`src/rtl/mult_control.sv`:
```
// Control FSM for a radix-4 (modified Booth) sequential multiplier.
// Latency: start sampled at edge k -> WIDTH/2 RUN cycles (k+1..k+STEPS), ready from edge k+STEPS.
// No backpressure: strobes are Mealy decodes of data_in; start restarts the sequence at any time.
module mult_control #(
    parameter int WIDTH = 32
) (
    input  logic       clock,
    input  logic       reset,
    input  logic       start,
    input  logic [2:0] data_in,
    output logic       add,
    output logic       sub,
    output logic       shiftMultiplicand,
    output logic       shiftProduct,
    output logic       nop,
    output logic       ready
);

    localparam int STEPS = WIDTH / 2;
    localparam int CW    = $clog2(STEPS) + 1;

    typedef enum logic [1:0] {
        IDLE = 2'd0,
        RUN  = 2'd1,
        DONE = 2'd2
    } state_t;

    state_t          state_q, state_d;
    logic [CW-1:0]   cnt_q, cnt_d;

    // State and step counter registers; reset wins over everything.
    always_ff @(posedge clock) begin
        if (reset) begin
            state_q <= IDLE;
            cnt_q   <= '0;
        end else begin
            state_q <= state_d;
            cnt_q   <= cnt_d;
        end
    end

    // Next-state logic: start always restarts; RUN counts STEPS cycles then parks in DONE.
    always_comb begin
        state_d = state_q;
        cnt_d   = cnt_q;
        if (start) begin
            state_d = RUN;
            cnt_d   = '0;
        end else begin
            case (state_q)
                IDLE: state_d = IDLE;
                RUN: begin
                    cnt_d = cnt_q + 1'b1;
                    if (cnt_q == CW'(STEPS - 1)) begin
                        state_d = DONE;
                    end
                end
                DONE: state_d = DONE;
                default: begin
                    // Unused encoding: fall back to a clean idle.
                    state_d = IDLE;
                    cnt_d   = '0;
                end
            endcase
        end
    end

    // Mealy outputs: Booth window decode during RUN so the datapath acts this cycle.
    always_comb begin
        add               = 1'b0;
        sub               = 1'b0;
        shiftMultiplicand = 1'b0;
        shiftProduct      = 1'b0;
        nop               = 1'b0;
        ready             = 1'b0;
        case (state_q)
            RUN: begin
                shiftProduct = 1'b1;
                case (data_in)
                    3'b000: nop = 1'b1;
                    3'b001: add = 1'b1;
                    3'b010: add = 1'b1;
                    3'b011: begin
                        add               = 1'b1;
                        shiftMultiplicand = 1'b1;
                    end
                    3'b100: begin
                        sub               = 1'b1;
                        shiftMultiplicand = 1'b1;
                    end
                    3'b101: sub = 1'b1;
                    3'b110: sub = 1'b1;
                    default: nop = 1'b1;
                endcase
            end
            DONE:    ready = 1'b1;
            default: ready = 1'b0;
        endcase
    end

endmodule

```
`config.mk`:
```
export PLATFORM = sky130hd
export DESIGN_NAME = mult_control
export DESIGN_NICKNAME = d
export VERILOG_FILES = /design/src/rtl/mult_control.sv
export SDC_FILE = /design/constraint.sdc
export NUM_CORES = 1
export LEC_CHECK = 0
export CAP_MARGIN = 20
export CORE_AREA = 2 2 39 41
export DETAILED_ROUTE_END_ITERATION = 16
export DIE_AREA = 0 0 41 43
export PLACE_DENSITY_LB_ADDON = 0.3
export SETUP_SLACK_MARGIN = 0.5
export SYNTH_ARGS = -nofsm -noshare
export SYNTH_HDL_FRONTEND = slang
export SYNTH_SLANG_ARGS = --single-unit
export TNS_END_PERCENT = 1
```
`constraint.sdc`:
```
create_clock -name clock -period 1.5 [get_ports clock]
set_clock_uncertainty 0.05 [all_clocks]
set_input_delay 0.3 -clock clock [delete_from_list [all_inputs] [get_ports clock]]
set_output_delay 0.3 -clock clock [all_outputs]
set_load 0.005 [all_outputs]
```
[Yosys cells after proc, flatten, opt, wreduce, memory -nomap -nowiden]
Cells that the tools add are included.
Word-level totals
  input port bits: 6
  register bits: 7
  output and inout bits: 6
  logic and storage cells: 36
Cells by class
  reduce and logical (&&, ||, !) cells: 7
  mux-type cells: 14
  equality and inequality tests: 11
  add/sub/neg operators: 1
Operators with widths (number)
  1-bit two-way mux: 11
  5-bit case mux with 2 select lines: 1
  3-bit == test, second input constant: 3
  3-bit by 2-bit == test with 1-bit output, second input constant: 2
  2-bit OR reduction: 3
  3-bit OR reduction: 2
  6-bit OR reduction: 1
  5-bit by 1-bit adder with 5-bit output, second input constant: 1
  5-bit by 4-bit == test with 1-bit output, second input constant: 1
  2-bit case mux with 2 select lines: 1
  3-bit by 1-bit == test with 1-bit output, second input constant: 1
  3-bit != test, second input constant: 1
  2-bit by 1-bit == test with 1-bit output, second input constant: 1
  2-bit == test, second input constant: 1
  2-bit zero test: 1
  2-bit two-way mux: 1
  2-bit != test, second input constant: 1

[Logic depth before layout (Yosys ltp)]
Gate-level depths: netlist of run 1.
  depth in word-level cells: 4
  mapped depth: 6
  gate-level depth less buffers: 6

[Worst setup path before layout of run 1]
Ideal clock, no wire load.
  path kind: register to register
  start: register cnt_q[0]
  end: register state_q[0]
  arrival: 1.321 ns
  period minus slack after synthesis: 1.434 ns
  buffers on the path: 0
  setup time: 0.064 ns
  setup slack: 0.066 ns
  required time: 1.386 ns
  cell stages (with the launch flop): 7
  cell sequence: dfxtp_1 > ha_1 > and3_1 > ha_1 > or2b_1 > o21ba_2 > nor2_1
On the way
  word-level cells in the longest chain between the ends: 2
RTL lines
  from (decl): line 29  | logic [CW-1:0] cnt_q, cnt_d;
  from (signal assigned): line 38  | cnt_q <= cnt_d;
  5-bit by 4-bit == test with 1-bit output: line 54  | if (cnt_q == CW'(STEPS - 1)) begin
  3-bit != test (no source line)
  to (signal assigned): line 37  | state_q <= state_d;
  to (decl): line 28  | state_t state_q, state_d;
Every way passes these cells.
A chain may end at the register's enable or synchronous reset.

[Worst setup path after layout of run 1]
  start: register state_q[1]
  end: register cnt_q[3]
On the way
  word-level cells in the longest chain between the ends: 3
  elaborated cells on any way between the ends: 5
  those cells by class: eq/ne (2); mux (1); reduce/logical (2)
RTL lines
  2-bit == test or 2-bit zero test (tied branches): line 50  | case (state_q)
  2-bit OR reduction (no source line)
  5-bit case mux with 2 select lines: line 50
Several ways; a longest one is shown, not always the timed one.

==> metrics, run 1 <==
run status=completed; antenna violations before repair=0; count of nets left with antenna violations after detail routing=0; path category of the worst min-delay check=flop to flop; area delta synth->final=79.8%; startpoint type of the worst setup path=flop; total power per unit cell area=649 nW/um^2; sort of element at the end of the critical path=flop; cell types with the highest counts after synthesis=sky130_fd_sc_hd__dfxtp_1, sky130_fd_sc_hd__nor2_1, sky130_fd_sc_hd__ha_1, sky130_fd_sc_hd__a21oi_1, sky130_fd_sc_hd__inv_1; fraction of final layout cells with drive strength greater than 1=64.1%; Static Leakage=0.305 nW; post-synthesis cell area=427 um^2; Clk Latency, worst-skew pair=240 ps; register bit count reported by yosys=7; multiplexer share of the synthesized area=2.35%; sequential fraction of the synthesis area=32.8%; top-count cell post-synth=sky130_fd_sc_hd__dfxtp_1; multi-input combinational cell area=380 um^2; share of the synthesized area in the top cell type=32.8%; Synth Area in XOR/XNOR=4.11%; number of enable flip-flop cells after synthesis=0; pin count of the biggest net entering global routing=6; number of cells in the design after placement=88; aggregate global-route resource usage=15.2%; CTS tree=yes; die height=43 um; count of non-filler cells in the finished layout=94; vias in the first global route=456; row count=14; Finish-stage setup viols=0; detailed-route wire length per cell=12.8 um; number of buffers added by the clock tree synthesis step=3; worst slew margin relative to its limit=78.1%; most used flip-flop cell after synthesis=sky130_fd_sc_hd__dfxtp_1; min Tclk post-route=1470 ps; synthesized netlist cell count=48; clock transition at the register clock pins on the worst setup and hold paths after CTS=60 ps; Detail Placement HPWL=728 um; net total in the final layout=90; measured slew at the worst slew-check pin=326 ps; start-to-end type of the worst setup path=flop to flop; RSZ-0062 raised after global routing=true; synthesized area per cell=8.89 um^2; dominant combinational cell family by area after synthesis=simple AND/OR/NAND/NOR gates; adder-cell share of the synthesized area=14.7%; hold_buf cts=0; Sequential cell area=145 um^2; final antenna diode count=0; VDD IR-drop max=0.371 mV; sum of overflow across all layers after global routing=0; FFs w/ async S/R, synth=0%; last weighted congestion value of the routability-driven placer=0.710; syn_nets=59; Floorplan Core Area=1380 um^2; critical path required time=1630 ps; highest fanout seen on the critical path=4; DRC violation total after the first TritonRoute iteration=2; count of buffers from port buffering=11; setup TNS=0 ps; biggest area consumer among synthesized cells=sky130_fd_sc_hd__dfxtp_1; wire length of the first global-routing pass=1810 um; Post-Synth Simple-Gate Area=28.2%; buffer depth of the longest clock path=2; Slew Limit Fails=0; Tcrit/Tclk final=97.9%; total iterations of the first detailed-routing run=2; WL final=1200 um; final cell utilization of the core=55.4%; final-layout fill cell count=147; Yosys cell types=23; post-synthesis compound-gate area fraction=15.2%; count of endpoints failing hold in the final timing report=0; Initial Util=30.8%; synthesis warning total=0; Top-Level Pins=12; Max H-tree Level=1; Arr. time, crit path=1600 ps; number of vias per cell=4.86; total via count after detailed routing=457; Max Clk Rate=0.681 GHz; root cell of the clock tree=sky130_fd_sc_hd__clkbuf_4; max-cap violations=0; ranking of synthesized cells by area=sky130_fd_sc_hd__dfxtp_1, sky130_fd_sc_hd__ha_1, sky130_fd_sc_hd__nor2_1; overall die width=41 um; total clock sinks=7; die footprint=1760 um^2; residual DRC count=0
[where the power goes]
group / internal [mW] / total, mW / switching, mW
clock: 0.102 / 0.171 / 0.0694
combinational: 0.0733 / 0.129 / 0.0555
sequential: 0.192 / 0.198 / 0.00560
[flip-flops by register name (all words and copies together) (netlist names)]
signal   count
state_q      2
cnt_q        5
[worst max-delay path, cell delays in order (launching register included)]
cell and delay (ps):
sky130_fd_sc_hd__dfxtp_2 330, sky130_fd_sc_hd__inv_2 50, sky130_fd_sc_hd__buf_4 130, sky130_fd_sc_hd__ha_4 160, sky130_fd_sc_hd__or4_1 530, sky130_fd_sc_hd__a21oi_2 150
[what timing repair did]
| action | CTS | global route |
|---|---|---|
| gates cloned | 0 | 0 |
| buffers inserted | 1 | 1 |
| pin swaps | 6 | 7 |
| setup endpoints to repair | 13 | 13 |
| gates resized for setup | 44 | 17 |
| hold endpoints to repair | 0 | 0 |
[kinds of logic (layout without fill, tap and decap cells)]
family          count (synthesis)  count (layout)
xor+xnor                        2               2
simple gates                   21              21
mux                             1               1
fa+ha+maj                       5               5
buf+inv                         3              33
flops                           7               7
compound gates                  9               9
[worst paths after layout]
path	startpoint	to	slack, ps	cells after the start
worst max-delay path	state_q[1]$_SDFFE_PP0P_	cnt_q[3]$_SDFFE_PP0N_	30	5
worst min-delay path	cnt_q[4]$_SDFFE_PP0N_	cnt_q[4]$_SDFFE_PP0N_	480	2
worst max register to register	state_q[1]$_SDFFE_PP0P_	cnt_q[3]$_SDFFE_PP0N_	30	5
worst min register to register	cnt_q[4]$_SDFFE_PP0N_	cnt_q[4]$_SDFFE_PP0N_	480	2
[through the flow]
step / area (um^2) / total power, mW / hold slack (ps) / setup slack (ps)
after detailed placement: 659 / 0.310 / 420 / -688
after global routing: 767 / 0.528 / 497 / -55.5
final: 767 / 0.498 / 481 / 31.6
after CTS: 704 / 0.482 / 445 / 45.2
after global placement: 659 / 0.310 / 414 / -684
after floorplan: 432 / 0.243 / 321 / 101
[cell usage in the layout (no fill, tap or decap)]
cell / n
sky130_fd_sc_hd__a211oi_2: 1
sky130_fd_sc_hd__or2b_1: 1
sky130_fd_sc_hd__clkbuf_2: 2
sky130_fd_sc_hd__or4_1: 1
sky130_fd_sc_hd__a21oi_1: 1
sky130_fd_sc_hd__nor2_1: 5
sky130_fd_sc_hd__buf_2: 7
sky130_fd_sc_hd__inv_1: 1
sky130_fd_sc_hd__dfxtp_2: 4
sky130_fd_sc_hd__o21ai_0: 1
sky130_fd_sc_hd__o31ai_1: 1
sky130_fd_sc_hd__buf_4: 14
sky130_fd_sc_hd__clkbuf_1: 1
sky130_fd_sc_hd__xnor2_1: 1
sky130_fd_sc_hd__inv_2: 1
sky130_fd_sc_hd__xnor2_2: 1
sky130_fd_sc_hd__dfxtp_1: 3
sky130_fd_sc_hd__or3_1: 1
sky130_fd_sc_hd__or3b_1: 1
sky130_fd_sc_hd__nor3b_1: 1
sky130_fd_sc_hd__nand2_2: 1
sky130_fd_sc_hd__a21boi_2: 2
sky130_fd_sc_hd__and3_4: 1
sky130_fd_sc_hd__nand2_1: 1
sky130_fd_sc_hd__nor3b_2: 1
sky130_fd_sc_hd__inv_4: 1
sky130_fd_sc_hd__or3_4: 1
sky130_fd_sc_hd__clkbuf_4: 3
sky130_fd_sc_hd__ha_4: 5
sky130_fd_sc_hd__clkdlybuf4s50_1: 2
sky130_fd_sc_hd__nor3_1: 2
sky130_fd_sc_hd__a21oi_2: 2
sky130_fd_sc_hd__o21ba_2: 1
sky130_fd_sc_hd__mux2i_1: 1
sky130_fd_sc_hd__nand3_1: 2
sky130_fd_sc_hd__buf_6: 1
sky130_fd_sc_hd__nand3b_1: 1
sky130_fd_sc_hd__nor2_4: 1
[layout make-up]
| cell class | count | share of cell area [%] |
|---|---|---|
| flip-flops and latches | 7 | 18.9 |
| well taps | 16 | 2.61 |
| multi-input cells | 38 | 49.6 |
| clock buffers | 4 | 3.43 |
| repair buffers | 26 | 23.7 |
| inverters | 3 | 1.79 |
[metal layers]
layer  up-vias  part of all wire (%)  track usage [%]
li1        232                     -                -
met1       213                    39             15.7
met2        10                    55             26.6
met3         2                   4.8             3.14
met4         0                  0.75             8.00
met5         -                     0                0
(Power assumes the default switching activity.)
==> run 2: changes to the inputs <==
--- a/config.mk
+++ b/config.mk
@@ -7,6 +7,7 @@
 export LEC_CHECK = 0
 export CAP_MARGIN = 20
 export CORE_AREA = 2 2 39 41
+export CTS_CLUSTER_SIZE = 30
 export DETAILED_ROUTE_END_ITERATION = 16
 export DIE_AREA = 0 0 41 43
 export PLACE_DENSITY_LB_ADDON = 0.3
==> results of run 2 <==
The final DEF is identical to that of run 1; final timing and power are the same.
==> run 3: changes to the inputs <==
--- a/config.mk
+++ b/config.mk
@@ -12,6 +12,7 @@
 export DIE_AREA = 0 0 41 43
 export PLACE_DENSITY_LB_ADDON = 0.3
 export SETUP_SLACK_MARGIN = 0.5
+export SLEW_MARGIN = 5
 export SYNTH_ARGS = -nofsm -noshare
 export SYNTH_HDL_FRONTEND = slang
 export SYNTH_SLANG_ARGS = --single-unit
==> results of run 3 <==
The final DEF is identical to that of run 1; final timing and power are the same.
